**src/rtl/div_pkg.sv**
```systemverilog
// Shared types and constants for the iterative restoring divider.
package div_pkg;

    localparam int WIDTH_DEFAULT = 32;
    localparam int CNT_W_DEFAULT = $clog2(WIDTH_DEFAULT);
    localparam logic [WIDTH_DEFAULT-1:0] DIV_BY_ZERO_Q = '1;

    typedef enum logic [1:0] {
        IDLE = 2'd0,
        CALC = 2'd1,
        DONE = 2'd2
    } state_t;

endpackage

```
**src/rtl/seq_divider_if.sv**
```systemverilog
// Request/result bundle between the pipeline (master) and the divider (slave).
interface seq_divider_if import div_pkg::*; #(
    parameter int WIDTH = WIDTH_DEFAULT
) ();

    // Handshake: start is sampled only while busy=0 (IDLE or DONE); operands and
    // is_signed are captured on that edge. busy is high exactly while iterating,
    // done pulses for one cycle, and the results hold until the next accepted start.
    logic             start;
    logic             is_signed;
    logic [WIDTH-1:0] dividend;
    logic [WIDTH-1:0] divisor;
    logic             busy;
    logic             done;
    logic [WIDTH-1:0] quotient;
    logic [WIDTH-1:0] remainder;
    logic             div_by_zero;
    state_t           dbg_state;

    modport master (
        output start, is_signed, dividend, divisor,
        input  busy, done, quotient, remainder, div_by_zero, dbg_state
    );

    modport slave (
        input  start, is_signed, dividend, divisor,
        output busy, done, quotient, remainder, div_by_zero, dbg_state
    );

endinterface

```
**src/rtl/div_step.sv**
```systemverilog
// One restoring-division iteration: compare the shifted partial remainder with the
// divisor magnitude and subtract when it is greater or equal.
module div_step #(
    parameter int WIDTH = 32
) (
    input  logic [WIDTH:0]   rem_in,
    input  logic [WIDTH-1:0] divisor,
    output logic             ge,
    output logic [WIDTH-1:0] rem_out,
    output logic             q_bit
);

    localparam int SLICES = WIDTH / 4;

    // ge_chain[i] means the low 4*i bits of rem_in are >= those of divisor.
    logic [SLICES:0] ge_chain;

    assign ge_chain[0] = 1'b1;

    for (genvar i = 0; i < SLICES; i++) begin : g_slice
        logic [3:0] a_s;
        logic [3:0] b_s;
        assign a_s = rem_in[4*i +: 4];
        assign b_s = divisor[4*i +: 4];
        assign ge_chain[i+1] = (a_s > b_s) | ((a_s == b_s) & ge_chain[i]);
    end

    assign ge    = rem_in[WIDTH] | ge_chain[SLICES];
    assign q_bit = ge;

    // The true difference is below the divisor, so WIDTH-bit modular arithmetic is exact.
    assign rem_out = ge ? (rem_in[WIDTH-1:0] - divisor) : rem_in[WIDTH-1:0];

endmodule

```
**src/rtl/seq_divider.sv**
```systemverilog
// Iterative restoring divider for DIV/DIVU: one quotient bit per clock, with
// sign correction applied on the way into DONE.
module seq_divider import div_pkg::*; #(
    parameter int WIDTH = WIDTH_DEFAULT
) (
    input  logic         clk,
    input  logic         rst,
    seq_divider_if.slave bus
);

    localparam int CNT_W = $clog2(WIDTH);

    state_t           state_q, state_d;
    logic [CNT_W-1:0] cnt_q, cnt_d;
    logic [WIDTH-1:0] rem_q, rem_d;
    logic [WIDTH-1:0] shift_q, shift_d;
    logic [WIDTH-1:0] dvs_q, dvs_d;
    logic             is_signed_q, is_signed_d;
    logic             sign_q_q, sign_q_d;
    logic             sign_r_q, sign_r_d;
    logic [WIDTH-1:0] quotient_q, quotient_d;
    logic [WIDTH-1:0] remainder_q, remainder_d;
    logic             dbz_q, dbz_d;

    logic             dvd_neg, dvs_neg;
    logic [WIDTH-1:0] dvd_mag, dvs_mag;
    logic [WIDTH:0]   step_in;
    logic             step_ge;
    logic             step_qbit;
    logic [WIDTH-1:0] step_rem;
    logic [WIDTH-1:0] q_raw;

    // Negating the most-negative value yields itself, which read unsigned is 2^(WIDTH-1).
    assign dvd_neg = bus.is_signed & bus.dividend[WIDTH-1];
    assign dvs_neg = bus.is_signed & bus.divisor[WIDTH-1];
    assign dvd_mag = dvd_neg ? -bus.dividend : bus.dividend;
    assign dvs_mag = dvs_neg ? -bus.divisor : bus.divisor;

    assign step_in = {rem_q, shift_q[WIDTH-1]};

    div_step #(.WIDTH(WIDTH)) u_step (
        .rem_in  (step_in),
        .divisor (dvs_q),
        .ge      (step_ge),
        .rem_out (step_rem),
        .q_bit   (step_qbit)
    );

    always_comb begin
        state_d     = state_q;
        cnt_d       = cnt_q;
        rem_d       = rem_q;
        shift_d     = shift_q;
        dvs_d       = dvs_q;
        is_signed_d = is_signed_q;
        sign_q_d    = sign_q_q;
        sign_r_d    = sign_r_q;
        quotient_d  = quotient_q;
        remainder_d = remainder_q;
        dbz_d       = dbz_q;
        q_raw       = {shift_q[WIDTH-2:0], step_qbit};

        unique case (state_q)
            IDLE, DONE: begin
                state_d = IDLE;
                if (bus.start) begin
                    is_signed_d = bus.is_signed;
                    sign_q_d    = dvd_neg ^ dvs_neg;
                    sign_r_d    = dvd_neg;
                    rem_d       = '0;
                    shift_d     = dvd_mag;
                    dvs_d       = dvs_mag;
                    cnt_d       = '0;
                    if (bus.divisor == '0) begin
                        // Result is architecturally defined here: no iteration needed.
                        state_d     = DONE;
                        quotient_d  = '1;
                        remainder_d = bus.dividend;
                        dbz_d       = 1'b1;
                    end else begin
                        state_d = CALC;
                    end
                end
            end
            CALC: begin
                rem_d   = step_rem;
                shift_d = q_raw;
                cnt_d   = cnt_q + CNT_W'(1);
                if (cnt_q == CNT_W'(WIDTH - 1)) begin
                    state_d     = DONE;
                    quotient_d  = (is_signed_q && sign_q_q) ? -q_raw : q_raw;
                    remainder_d = (is_signed_q && sign_r_q) ? -step_rem : step_rem;
                    dbz_d       = 1'b0;
                end
            end
            default: state_d = IDLE;
        endcase
    end

    always_ff @(posedge clk) begin
        if (rst) begin
            state_q     <= IDLE;
            cnt_q       <= '0;
            rem_q       <= '0;
            shift_q     <= '0;
            dvs_q       <= '0;
            is_signed_q <= 1'b0;
            sign_q_q    <= 1'b0;
            sign_r_q    <= 1'b0;
            quotient_q  <= '0;
            remainder_q <= '0;
            dbz_q       <= 1'b0;
        end else begin
            state_q     <= state_d;
            cnt_q       <= cnt_d;
            rem_q       <= rem_d;
            shift_q     <= shift_d;
            dvs_q       <= dvs_d;
            is_signed_q <= is_signed_d;
            sign_q_q    <= sign_q_d;
            sign_r_q    <= sign_r_d;
            quotient_q  <= quotient_d;
            remainder_q <= remainder_d;
            dbz_q       <= dbz_d;
        end
    end

    assign bus.busy        = (state_q == CALC);
    assign bus.done        = (state_q == DONE);
    assign bus.quotient    = quotient_q;
    assign bus.remainder   = remainder_q;
    assign bus.div_by_zero = dbz_q;
    assign bus.dbg_state   = state_q;

endmodule

```
**src/flat_wrapper.sv**
```systemverilog
// flat-port wrapper written by rule: the top's interface ports become plain ports
module seq_divider_flat import div_pkg::*;
#(
    parameter int WIDTH = WIDTH_DEFAULT
)
  (clk, rst, bus_start, bus_is_signed, bus_dividend, bus_divisor, bus_busy, bus_done, bus_quotient, bus_remainder, bus_div_by_zero, bus_dbg_state);
  seq_divider_if #(.WIDTH(WIDTH)) bus_i ();
  input  logic clk;
  input  logic rst;
  input wire logic [$bits(bus_i.start)-1:0] bus_start;
  input wire logic [$bits(bus_i.is_signed)-1:0] bus_is_signed;
  input wire logic [$bits(bus_i.dividend)-1:0] bus_dividend;
  input wire logic [$bits(bus_i.divisor)-1:0] bus_divisor;
  output wire logic [$bits(bus_i.busy)-1:0] bus_busy;
  output wire logic [$bits(bus_i.done)-1:0] bus_done;
  output wire logic [$bits(bus_i.quotient)-1:0] bus_quotient;
  output wire logic [$bits(bus_i.remainder)-1:0] bus_remainder;
  output wire logic [$bits(bus_i.div_by_zero)-1:0] bus_div_by_zero;
  output wire logic [$bits(bus_i.dbg_state)-1:0] bus_dbg_state;
  assign bus_i.start = bus_start;
  assign bus_i.is_signed = bus_is_signed;
  assign bus_i.dividend = bus_dividend;
  assign bus_i.divisor = bus_divisor;
  assign bus_busy = bus_i.busy;
  assign bus_done = bus_i.done;
  assign bus_quotient = bus_i.quotient;
  assign bus_remainder = bus_i.remainder;
  assign bus_div_by_zero = bus_i.div_by_zero;
  assign bus_dbg_state = bus_i.dbg_state;
  seq_divider #(.WIDTH(WIDTH)) u_core (.clk(clk), .rst(rst), .bus(bus_i));
endmodule
```
**config.mk**
```make
export PLATFORM = sky130hd
export DESIGN_NAME = seq_divider_flat
export DESIGN_NICKNAME = d
export VERILOG_FILES = /design/src/rtl/div_pkg.sv /design/src/rtl/seq_divider_if.sv /design/src/rtl/div_step.sv /design/src/rtl/seq_divider.sv /design/src/flat_wrapper.sv
export SDC_FILE = /design/constraint.sdc
export NUM_CORES = 1
export LEC_CHECK = 0
export BUFFER_PORTS_ARGS = -buffer_cell sky130_fd_sc_hd__buf_2
export CAP_MARGIN = 15
export CORE_MARGIN = 5
export CORE_UTILIZATION = 40
export CTS_CLUSTER_SIZE = 28
export DETAILED_ROUTE_END_ITERATION = 7
export SETUP_SLACK_MARGIN = 0.2
export SYNTH_ARGS = -nofsm -noshare
export SYNTH_HDL_FRONTEND = slang
export SYNTH_SLANG_ARGS = --single-unit
```
**constraint.sdc**
```tcl
create_clock -name clk -period 11.3 [get_ports clk]
set_clock_uncertainty 0.05 [all_clocks]
set_input_delay 0.565 -clock clk [delete_from_list [all_inputs] [get_ports clk]]
set_output_delay 0.565 -clock clk [all_outputs]
set_load 0.02 [all_outputs]
```
## After elaboration in Yosys (flattened, before gate mapping)

Index checks and enable logic that the tools add are counted.

- Register bits: 171
- Logic and storage cells: 94

- Order comparisons: 8
- $add $sub $neg: 6
- Bitwise operators: 19
- Multiplexer cells: 27
- Equal/unequal tests: 14
- Reductions and logical operators: 9

Operators with widths:

| cell | count |
|---|---|
| 2-to-1 mux 32 bit | 13 |
| one-hot mux 32 bit (2 select lines) | 4 |
| negator 32 bit | 4 |
| == test 4 bit | 8 |
| > comparator 4 bit | 8 |
| zero test 32 bit | 1 |
| subtractor 32 bit | 1 |
| one-hot mux 5 bit (2 select lines) | 1 |
| AND 1 bit | 9 |
| OR 1 bit | 9 |
| 2-to-1 mux 2 bit | 3 |
| adder 5 x 1 -> 5 bit, second input constant | 1 |
| == test 5 bit, second input constant | 1 |
| 2-to-1 mux 5 bit | 1 |
| inequality test 2 x 1 -> 1 bit, second input constant | 2 |
| one-hot mux 2 bit (2 select lines) | 1 |
| AND reduction 2 bit | 2 |
| AND reduction 4 bit | 1 |
| 2-to-1 mux 1 bit | 3 |
| == test 2 x 1 -> 1 bit, second input constant | 1 |
| == test 2 bit, second input constant | 1 |
| logical AND 1 bit | 2 |
| zero test 2 bit | 1 |
| inequality test 2 bit, second input constant | 1 |
| 4 further kinds | 4 |

## Longest topological paths before layout

Gate-level depths: netlist of the first run.

- Word-level depth: 22
- Mapped depth: 25
- Gate-level depth less buffers: 22

## Modules after synthesis

From an unflattened synthesis of the first run, not the netlist that was laid out.

- Cell total of the unflattened synthesis: 1519
- Area, all modules: 11638.7 µm²

Modules (own cells, without submodules):

| module | instances | cells each | sequential area each (µm²) | area each (µm²) |
|---|---|---|---|---|
| seq_divider | 1 | 1134 | 3423.3 | 9222.6 |
| div_step | 1 | 385 | 0.0 | 2416.1 |

## Least setup slack after synthesis of the first run

No wires, ideal clock.

- Kind: register -> register
- Start: register u_core.dvs_q[16]
- End: register u_core.remainder_q[28] (netlist: u_core.bus.remainder[28])
- Arrival time: 4603 ps
- Library setup time: 86 ps
- Buffers on the path: 4
- Slack: 6560 ps
- Required time: 11164 ps
- Cell stages (with the launch flop): 24
- Period minus slack after synthesis: 4740 ps
- Cell sequence: dfxtp_1 -> inv_1 -> ha_1 -> clkbuf_1 -> nand2_1 -> nor2_1 -> o211a_1 -> o2111a_1 -> a21oi_1 -> inv_1 -> clkbuf_1 -> clkbuf_1 -> buf_1 -> nor2_1 -> a21oi_1 -> ha_1 -> nand2_1 -> or2_2 -> nor4_1 -> a21oi_1 -> nor3_1 -> nand3b_1 -> mux2i_1 -> a221oi_2

- Word-level cells in the longest chain between the ends: 15
- Elaborated cells on any way between the ends: 17
- Classes of those cells: 2 x add/sub; 1 x order compare; 1 x eq/ne; 4 x mux; 9 x bitwise

RTL lines:

| element | RTL line | source |
|---|---|---|
| from (decl) | seq_divider.sv:17 | `logic [WIDTH-1:0] dvs_q, dvs_d;` |
| from (signal assigned) | seq_divider.sv:118 | `dvs_q <= dvs_d;` |
| parallel branches: the longest is 10 deep, another holds > comparator 4 bit | -- |  |
| 2-to-1 mux 32 bit * | div_step.sv:32 | `assign rem_out = ge ? (rem_in[WIDTH-1:0] - divisor) : rem_in[WIDTH-1:0];` |
| negator 32 bit | seq_divider.sv:92 | `remainder_d = (is_signed_q && sign_r_q) ? -step_rem : step_rem;` |
| 2-to-1 mux 32 bit * | seq_divider.sv:92 |  |
| 2-to-1 mux 32 bit * | seq_divider.sv:89 | `if (cnt_q == CNT_W'(WIDTH - 1)) begin` |
| one-hot mux 32 bit (2 select lines) * | seq_divider.sv:63 | `unique case (state_q)` |
| to (signal assigned) | seq_divider.sv:123 | `remainder_q <= remainder_d;` |
| to (decl) | seq_divider.sv:22 | `logic [WIDTH-1:0] remainder_q, remainder_d;` |

Every way passes the cells marked *. The select of a mux whose other input is x is not followed.
A chain may end at the register's enable or synchronous reset.

## Worst setup path after layout of the first run

- Start: register u_core.rem_q[2]
- End: register u_core.remainder_q[28] (netlist: u_core.bus.remainder[28])

- Word-level cells in the longest chain between the ends: 22
- Elaborated cells on any way between the ends: 24
- Classes of those cells: 2 x add/sub; 1 x order compare; 1 x eq/ne; 4 x mux; 16 x bitwise

RTL lines:

| element | RTL line | source |
|---|---|---|
| from (decl) | seq_divider.sv:15 | `logic [WIDTH-1:0] rem_q, rem_d;` |
| from (signal assigned) | seq_divider.sv:116 | `rem_q <= rem_d;` |
| > comparator 4 bit / == test 4 bit (equally long branches) | div_step.sv:25 | `assign ge_chain[i+1] = (a_s > b_s) \| ((a_s == b_s) & ge_chain[i]);` |
| OR 1 bit | div_step.sv:25 |  |
| AND 1 bit | div_step.sv:25 |  |
| OR 1 bit | div_step.sv:25 |  |
| AND 1 bit | div_step.sv:25 |  |
| OR 1 bit | div_step.sv:25 |  |
| AND 1 bit | div_step.sv:25 |  |
| OR 1 bit | div_step.sv:25 |  |
| [... 6 more ...] | -- |  |
| AND 1 bit | div_step.sv:25 |  |
| OR 1 bit | div_step.sv:25 |  |
| OR 1 bit | div_step.sv:28 | `assign ge = rem_in[WIDTH] \| ge_chain[SLICES];` |
| 2-to-1 mux 32 bit * | div_step.sv:32 |  |
| negator 32 bit | seq_divider.sv:92 |  |
| 2-to-1 mux 32 bit * | seq_divider.sv:92 |  |
| 2-to-1 mux 32 bit * | seq_divider.sv:89 |  |
| one-hot mux 32 bit (2 select lines) * | seq_divider.sv:63 |  |

Every way passes the cells marked *; elsewhere a longest branch is shown, timed or not. The select of a mux whose other input is x is not followed.

==> out/metrics.yaml, run 1 <==
overflow: 0
slew_headroom: 0.347
synth_flop_cell: "dfxtp_1"
pwr-share-clk: 0.137
clkTransAtPathRegs_ns: 0.07
tritoncts: "yes"
ys_ff_latch: 171
drc: 0
hold_violations: 0
pin_count: 137
grt_setup_unrepaired: "false"
syn-cell-area_um2: 12100
min_path_cells: 2
first_global_vias: 11200
p_switching_mw: 2.39
critPathRequiredTime_ns: 11.61
min_from: "bus_dividend[25]"
drtAntennaViolNets: 0
maxCapViolations: 0
finalSetupViolCount: 0
pwr_density_cell_nw_per_um2: 325
die_w_um: 184
combPwrFrac: 0.686
fin_crit_sh: 0.455
routed_wl_mm: 38.9
via_count: 12300
synth_edf_count: 0
seqCellArea_um2: 3420
grt.total_usage: 0.223
power_mw: 4.41
final_cell_mix: "nor2_1 (262), dfxtp_1 (171), nand2_1 (159), buf_2 (135), a21oi_1 (131)"
cp-start-kind: "flop"
drive_gt1_frac: 0.116
swShare: 0.542
cts_setup_buffers: 0
cts_buffers: 17
cts_resized: 0
multi_input_area_um2: 8070
fin_ws_ns: 6.16
yosysWarningCount: 0
r2r_end: "u_core.bus.remainder[28]"
final_nets: 1845
utilization: 0.456
drt-pass1-iter-count: 6
seq_power_share: 0.177
wl_per_cell_um: 18.2
fin_crit_ns: 5.14
ir_drop_mv: 0.339
stdcell_count: 2135
grt_pass1_wl_mm: 61.7
numPortBuffers: 136
arrival_ns: 5.45
core.rowCount: 63
yosysUniqueCellTypes: 75
clock_latency_ns: 0.44
antenna_found_initial: 0
fin_setup_tns_ns: 0
fp.dieH_um: 184
worst_slew_pin_slew_ns: 0.979
cts-root-buf: "clkbuf_16"
critPathKind: "flop to flop"
layout_commonest_cell: "nor2_1"
placed_area_um2: 13000
syn_to_final_growth_pct: 11.8
dpl.cell_count: 2102
rr_startpoint: "u_core.rem_q[2]"
holdCritPathClass: "input port to flop"
path_common_cell: "a21oi_1"
clk_path_buf_depth: 2
place.gp.congestion: 0.910
path_buf_inv: 2
cp_top_family: "simple AND/OR/NAND/NOR gates"
grt_max_degree: 100
syn-num-nets: 1790
htree_levels: 4
min_to: "u_core.shift_q[25]"
synth-async-reset-ratio: 0
hpwl_mm: 29.1
critPathSlowestCell: "nor3_1"
cp_slowest_stage_delay_ns: 0.65
seq_area_frac_synth: 0.282
leakage_nw: 5.29
fillers: 3091
finalMaxSlewViolations: 0
hold_slack_ns: 0.345
avgSynthCellArea_um2: 7.25
vias_per_cell: 5.76
status: "completed"
r2r_slack_ns: 6.16
place_ws_ns: 6.23
core_um2: 29800
rr_worst_depth: 19
synthCells: 1676
worstPathMaxFanout: 49
post-route-cell-area_um2: 13600
start_util: 0.408
fmax_mhz: 195
dieArea_um2: 33900
intPower_mw: 2.02
clock_sinks: 171
cp-end-kind: "flop"
crit_chain: "ha_1 -> a21oi_1 -> nand2_1 -> o21ai_0 -> a2111o_1 -> a21oi_4 -> inv_1 -> buf_4 -> nor2_1 -> a21oi_1 -> ha_1 -> nand2_1 -> or2_2 -> nor4_1 -> a21oi_1 -> nor3_1 -> nand3b_1 -> mux2i_1 -> a221oi_2"
drt_iter0_markers: 1093
holdBufCountCts: 0
[cell usage after synthesis, drive strengths merged (21+ instances only)]
| cell type | instances | area (um^2) |
|---|---|---|
| nor3 | 46 | 241 |
| or3 | 30 | 198 |
| a211oi | 77 | 578 |
| a21oi | 132 | 661 |
| nor2 | 265 | 1000 |
| o21ai | 107 | 547 |
| xnor2 | 52 | 455 |
| ha | 45 | 563 |
| a311oi | 32 | 280 |
| nor4 | 21 | 131 |
| a22oi | 22 | 170 |
| nand2 | 159 | 597 |
| clkbuf | 83 | 312 |
| inv | 61 | 229 |
| buf | 29 | 135 |
| dfxtp | 171 | 3420 |
| nand3 | 30 | 150 |
| xor2 | 67 | 587 |
| o31ai | 22 | 165 |
[power groups by stage]
stage | registers, mW | clock network (mW) | logic (mW)
floorplan | 0.746 | 0 | 2.23
global placement | 0.786 | 0 | 2.96
detailed placement | 0.789 | 0 | 2.96
CTS | 0.775 | 0.617 | 2.97
global route | 0.787 | 0.641 | 3.31
finish | 0.781 | 0.604 | 3.02
[registers in the layout, indices dropped and copies added (netlist names)]
name and cells:
u_core.bus.quotient 32, u_core.bus.remainder 32, u_core.dvs_q 32, u_core.rem_q 32
u_core.shift_q 32, u_core.cnt_q 5, u_core.bus.dbg_state 2, u_core.bus.div_by_zero 1
u_core.is_signed_q 1, u_core.sign_q_q 1, u_core.sign_r_q 1
[worst max-delay path by stage]
stage / from / slack (ns) / depth (start not counted) / to
2_1_floorplan: u_core.dvs_q[16] / 6.56 / 23 / u_core.bus.remainder[28]
3_3_place_gp: u_core.dvs_q[7] / 6.33 / 19 / u_core.bus.remainder[28]
3_5_place_dp: u_core.rem_q[6] / 6.23 / 19 / u_core.bus.remainder[28]
4_1_cts: u_core.shift_q[31] / 6.20 / 22 / u_core.bus.remainder[28]
5_1_grt: u_core.dvs_q[7] / 5.76 / 20 / u_core.bus.remainder[28]
6_report: u_core.rem_q[2] / 6.16 / 19 / u_core.bus.remainder[28]
[cell type report]
cell class | count | share of cell area
Antenna cell | 1 | 0.000184
Clock buffer | 20 | 0.0329
Clock inverter | 12 | 0.0103
Inverter | 61 | 0.0170
Multi-Input combinational cell | 1332 | 0.595
Sequential cell | 171 | 0.252
Tap cell | 390 | 0.0359
Timing Repair Buffer | 148 | 0.0570
[kinds of logic (layout without fill, tap and decap cells)]
logic type,after synthesis,count (layout),share of synthesized area
buffers and inverters,173,241,0.0556
AND/OR/NAND/NOR,646,646,0.244
adder cells (fa/ha/maj),46,46,0.0480
XOR/XNOR,119,119,0.0858
flip-flops,171,171,0.282
AO/OA/AOI/OAI,512,512,0.277
multiplexers,9,9,0.00752
other,0,1,0
[per-layer routing]
layer,vias to the layer above,wire length [um],track usage,share of wire
met5,-,0,0,0
met4,0,626,0.0574,0.016
met3,45,2210,0.0312,0.057
met2,386,17400,0.352,0.45
met1,5701,18700,0.322,0.48
li1,6170,-,-,-
(Power assumes the default switching activity.)
==> run 2, diff against run 1 <==
--- a/config.mk
+++ b/config.mk
@@ -5,6 +5,7 @@
 export SDC_FILE = /design/constraint.sdc
 export NUM_CORES = 1
 export LEC_CHECK = 0
+export ABC_AREA = 1
 export BUFFER_PORTS_ARGS = -buffer_cell sky130_fd_sc_hd__buf_2
 export CAP_MARGIN = 15
 export CORE_MARGIN = 5
==> constraint.sdc (replaced) <==
create_clock -name clk -period 5.3 [get_ports clk]
set_clock_uncertainty 0.05 [all_clocks]
set_input_delay 0.265 -clock clk [delete_from_list [all_inputs] [get_ports clk]]
set_output_delay 0.265 -clock clk [all_outputs]
set_load 0.02 [all_outputs]
==> out/metrics.yaml, run 2 <==
seq_area_frac_synth: 0.267  # -0.0146
min_from: "bus_divisor[31]"
worst_slew_pin_slew_ns: 1.05  # +0.0756 ns
maxCapViolations: 0  # unchanged
fp.dieH_um: 189  # +2.5%
critPathRequiredTime_ns: 5.64  # -5.97 ns
critPathKind: "flop to flop"
tritoncts: "yes"
grt_pass1_wl_mm: 75.9  # +23%
vias_per_cell: 5.53  # -4.1%
status: "completed"
finalSetupViolCount: 0  # unchanged
final_nets: 2268  # +23%
cts_setup_buffers: 0  # unchanged
avgSynthCellArea_um2: 6.20  # -14%
drt-pass1-iter-count: 6  # unchanged
arrival_ns: 4.95  # -0.50 ns
synth.area.top_cells: "dfxtp_1 (27%), nand2_1 (13%), inv_1 (7.5%)"
grt_setup_unrepaired: "false"
fin_crit_sh: 0.869  # +0.414
dieArea_um2: 35700  # +5.2%
synth_top_area_share: 0.267  # -0.0146
slew_headroom: 0.289  # -0.0578
fmax_mhz: 217  # +12%
hold_violations: 0  # unchanged
fin_crit_ns: 4.61  # -0.534 ns
numPortBuffers: 136  # unchanged
finalMaxSlewViolations: 0  # unchanged
grt_max_degree: 83  # -17%
path_common_cell: "nand2_1"
syn-num-nets: 2181  # +22%
synth_flop_cell: "dfxtp_1"
drt_iter0_markers: 1534  # +40%
antenna_found_initial: 1  # +1
cp_top_family: "simple AND/OR/NAND/NOR gates"
core.rowCount: 65  # +3.2%
yosysTopAreaCell: "dfxtp_1"
layout_commonest_cell: "nand2_1"
yosysWarningCount: 0  # unchanged
start_util: 0.406  # -0.00171
holdCritPathClass: "input port to flop"
grt.total_usage: 0.270  # +0.0463
clk_path_buf_depth: 2  # unchanged
core_um2: 31600  # +5.9%
synth_edf_count: 0  # unchanged
rr_startpoint: "u_core.shift_q[31]"
pwr_density_cell_nw_per_um2: 598  # +84%
antennaDiodeCount: 0  # -1
fillers: 3416  # +11%
hpwl_mm: 37.6  # +29%
pin_count: 137  # unchanged
fin_ws_ns: 0.693  # -5.47 ns
clock_sinks: 171  # unchanged
leakage_nw: 6.81  # +29%
die_w_um: 189  # +2.5%
cts-root-buf: "clkbuf_16"
syn_to_final_growth_pct: 11.8  # about the same
crit_start: "u_core.shift_q[31]"
syn-cell-area_um2: 12800  # +5.5%
synth.most_common_cell: "nand2_1"
cp-end-kind: "flop"
overflow: 0  # unchanged
critPathSlowestCell: "fa_1"
synth-async-reset-ratio: 0  # unchanged
ys_ff_latch: 171  # unchanged
ir_drop_mv: 0.296  # -13%
cts_buffers: 17  # unchanged
clock_latency_ns: 0.45  # about the same
cp_slowest_stage_delay_ns: 0.40  # -0.25 ns
first_global_vias: 13000  # +16%
drive_gt1_frac: 0.130  # +0.0133
htree_levels: 4  # unchanged
clkTransAtPathRegs_ns: 0.07  # about the same
place.gp.congestion: 1.00  # +10%
worstPathMaxFanout: 5  # -90%
final_cell_mix: "nand2_1 (447), inv_1 (255), nor2_1 (244), o21ai_0 (184), dfxtp_1 (171)"
synthCells: 2067  # +23%
yosysUniqueCellTypes: 55  # -27%
synth_common_cells: "nand2_1 (448), inv_1 (255), nor2_1 (245), o21ai_0 (184), dfxtp_1 (171)"
wl_per_cell_um: 19.2  # +5.2%
path_buf_inv: 5  # +3
place_ws_ns: 0.707  # -5.52 ns
routed_wl_mm: 49.3  # +27%
drc: 0  # unchanged
drtAntennaViolNets: 0  # unchanged
fin_setup_tns_ns: 0  # unchanged
via_count: 14200  # +15%
cp-start-kind: "flop"
-- run 2: logic make-up (layout without fill, tap and decap cells) --
kind of cell,Yosys count,after routing,share of synthesized area
flip-flops,171,171,0.267
XOR/XNOR,49,49,0.0335
AND/OR/NAND/NOR,946,946,0.324
multiplexers,3,3,0.00234
buffers and inverters,370,470,0.116
adder cells (fa/ha/maj),46,46,0.0455
AO/OA/AOI/OAI,482,482,0.212
-- run 2: final cells by class --
cell class / instances / area (um^2) / share of cell area
well taps: 402 / 503 / 0.0351
clock inverters: 12 / 140 / 0.00979
multi-input cells: 1526 / 7920 / 0.553
clock buffers: 20 / 437 / 0.0305
flip-flops and latches: 171 / 3420 / 0.239
inverters: 282 / 1060 / 0.0740
repair buffers: 156 / 831 / 0.0580
-- run 2: metal layers --
metal,global-route usage,vias to the layer above,part of all wire
met1,0.390,6591,0.46
met3,0.0516,63,0.079
li1,-,6973,-
met4,0.0732,2,0.023
met5,0,-,0.00022
met2,0.410,566,0.44
-- run 2: path summary, 6_finish.rpt --
kind | to | depth (start not counted) | slack (ns)
worst max-delay path | u_core.bus.quotient[30] | 34 | 0.69
worst min-delay path | u_core.dvs_q[31] | 3 | 0.06
worst max register to register | u_core.bus.quotient[30] | 34 | 0.69
worst min register to register | u_core.bus.quotient[9] | 2 | 0.41
-- run 2: report_power, final --
part,internal [mW],total (mW),switching (mW)
Clock,0.699,1.29,0.594
Sequential,1.45,1.61,0.160
Combinational,1.57,5.66,4.09
-- run 2: worst register-to-register path: cells and delay by family (launching register included) --
family / cells / cell delay [ns]
compound gates: 3 / 0.45
flops: 1 / 0.31
fa+ha+maj: 3 / 0.77
buf+inv: 5 / 0.38
simple gates: 23 / 2.59
-- run 2: what timing repair did --
item                                   4_1_cts  5_1_grt
setup endpoints to repair                    0        2
hold buffers                                 0        0
endpoints found under the hold margin        0        0
resized for setup                            0        2
-- run 2: per-stage QoR --
step           utilization  hold WS (ns)  instances  cell area (um^2)  power [mW]
3_3_place_gp         0.435         0.399       2537             13700        7.19
6_report             0.454        0.0574       2569             14300        8.56
2_1_floorplan            -         0.360       2067             12800        5.67
5_1_grt              0.454        0.0832       2569             14300        9.24
4_1_cts              0.453        0.0341       2569             14300        8.50
3_5_place_dp         0.435         0.406       2537             13700        7.19
==> run 3, diff against run 2 <==
--- a/config.mk
+++ b/config.mk
@@ -12,6 +12,7 @@
 export CORE_UTILIZATION = 40
 export CTS_CLUSTER_SIZE = 28
 export DETAILED_ROUTE_END_ITERATION = 7
+export PLACE_DENSITY = 0.68
 export SETUP_SLACK_MARGIN = 0.2
 export SYNTH_ARGS = -nofsm -noshare
 export SYNTH_HDL_FRONTEND = slang
==> out/metrics.yaml, run 3 (synthesis gave the netlist of run 2 again) <==
status: "completed"
fmax_mhz: 217  # about the same
pwr_density_cell_nw_per_um2: 594  # -0.63%
worst_slew_pin_slew_ns: 0.993  # -0.0620 ns
r2r_end: "u_core.bus.quotient[30]"
cts_resized: 0  # unchanged
finalMaxSlewViolations: 0  # unchanged
drt-pass1-iter-count: 7  # +1
numPortBuffers: 136  # unchanged
cts_setup_buffers: 0  # unchanged
finalSetupViolCount: 0  # unchanged
stdcell_count: 2567  # -0.078%
path_common_cell: "nand2_1"
clock_latency_ns: 0.45  # about the same
ir_drop_mv: 0.373  # +26%
grt_max_degree: 75  # -9.6%
fp.dieH_um: 189  # unchanged
wl_per_cell_um: 18.5  # -3.6%
cts_buffers: 17  # unchanged
routed_wl_mm: 47.5  # -3.7%
syn_to_final_growth_pct: 11.8  # about the same
core.rowCount: 65  # unchanged
fin_crit_sh: 0.870  # about the same
rr_worst_depth: 34  # unchanged
slew_headroom: 0.338  # +0.0488
drc: 0  # unchanged
cp-end-kind: "flop"
worstPathMaxFanout: 7  # +2
cts-root-buf: "clkbuf_16"
cp-start-kind: "flop"
final_nets: 2266  # -0.088%
start_util: 0.406  # unchanged
arrival_ns: 4.95  # about the same
drive_gt1_frac: 0.130  # about the same
grt.total_usage: 0.260  # -0.00964
holdCritPathClass: "input port to flop"
r2r_slack_ns: 0.69  # about the same
critPathCapture: "u_core.bus.quotient[30]"
vias_per_cell: 5.55  # +0.53%
clk_path_buf_depth: 2  # unchanged
critPathKind: "flop to flop"
min_from: "bus_divisor[15]"
pin_count: 137  # unchanged
clock_sinks: 171  # unchanged
fin_crit_ns: 4.61  # +0.00407 ns
maxCapViolations: 0  # unchanged
utilization: 0.454  # about the same
leakage_nw: 6.82  # +0.27%
place.gp.congestion: 1.03  # +2.6%
die_w_um: 189  # unchanged
hold_violations: 0  # unchanged
cp_slowest_stage_delay_ns: 0.40  # about the same
dieArea_um2: 35700  # unchanged
clkTransAtPathRegs_ns: 0.08  # about the same
crit_start: "u_core.shift_q[31]"
dpl.cell_count: 2535  # -0.079%
antennaDiodeCount: 0  # unchanged
rr_startpoint: "u_core.shift_q[31]"
critPathSlowestCell: "fa_1"
core_um2: 31600  # unchanged
first_global_vias: 13300  # +1.9%
htree_levels: 4  # unchanged
tritoncts: "yes"
drt_iter0_markers: 1418  # -7.6%
layout_commonest_cell: "nand2_1"
hpwl_mm: 36.2  # -3.8%
overflow: 0  # unchanged
antenna_found_initial: 0  # -1
grt_pass1_wl_mm: 74.0  # -2.5%
grt_setup_unrepaired: "false"
drtAntennaViolNets: 0  # unchanged
final_cell_mix: "nand2_1 (447), inv_1 (255), nor2_1 (244), o21ai_0 (184), dfxtp_1 (171)"
fin_setup_tns_ns: 0  # unchanged
via_count: 14300  # +0.45%
critPathRequiredTime_ns: 5.64  # about the same
holdBufCountCts: 0  # unchanged
run 3: cell count changes in the layout (fill, tap and decap cells not counted), sizes merged:
cell | previous run | this run
inv | 279 | 283
clkinvlp | 6 | 3
buf | 156 | 154
clkbuf | 20 | 19
run 3: critical path: cells and delay by family (launching register included):
family                   cells  cell delay (ns)
AND/OR/NAND/NOR             23             2.52
flip-flops                   1             0.31
buffers and inverters        5             0.45
AO/OA/AOI/OAI                3             0.39
adder cells (fa/ha/maj)      3             0.83
run 3: final cells by class:
cell class	instances	area, um^2
Clock buffer	19	443
Clock inverter	13	156
Fill cell	3415	17200
Inverter	282	1060
Multi-Input combinational cell	1526	7920
Sequential cell	171	3420
Tap cell	402	503
Timing Repair Buffer	154	816
run 3: power by group:
part	switching, mW	internal (mW)	leakage [nW]
Clock	0.604	0.722	0.286
Combinational	4.02	1.56	5.14
Sequential	0.156	1.45	1.40
Total	4.78	3.73	6.82
run 3: worst min-delay path by stage:
stage | to | slack, ns | depth (start not counted)
6_report | u_core.dvs_q[15] | 0.1 | 3
2_1_floorplan | u_core.is_signed_q | 0.36 | 2
3_3_place_gp | u_core.bus.div_by_zero | 0.40 | 2
5_1_grt | u_core.is_signed_q | 0.11 | 3
3_5_place_dp | u_core.bus.remainder[31] | 0.40 | 2
4_1_cts | u_core.dvs_q[15] | 0.07 | 3
run 3: metal layers:
layer	part of all wire	GRT usage	vias to the layer above
met5	0	0	-
met4	0.032	0.0897	0
met3	0.078	0.0472	75
met2	0.44	0.410	613
met1	0.45	0.358	6583
li1	-	-	6988
run 3: through the flow:
stage | setup slack [ns] | area, um^2 | hold slack [ns] | total power [mW]
floorplan | 1.35 | 12800 | 0.360 | 5.67
global placement | 0.765 | 13700 | 0.399 | 7.06
detailed placement | 0.635 | 13700 | 0.403 | 7.09
CTS | 0.587 | 14300 | 0.0729 | 8.44
global route | 0.219 | 14300 | 0.110 | 9.15
finish | 0.689 | 14300 | 0.0967 | 8.51
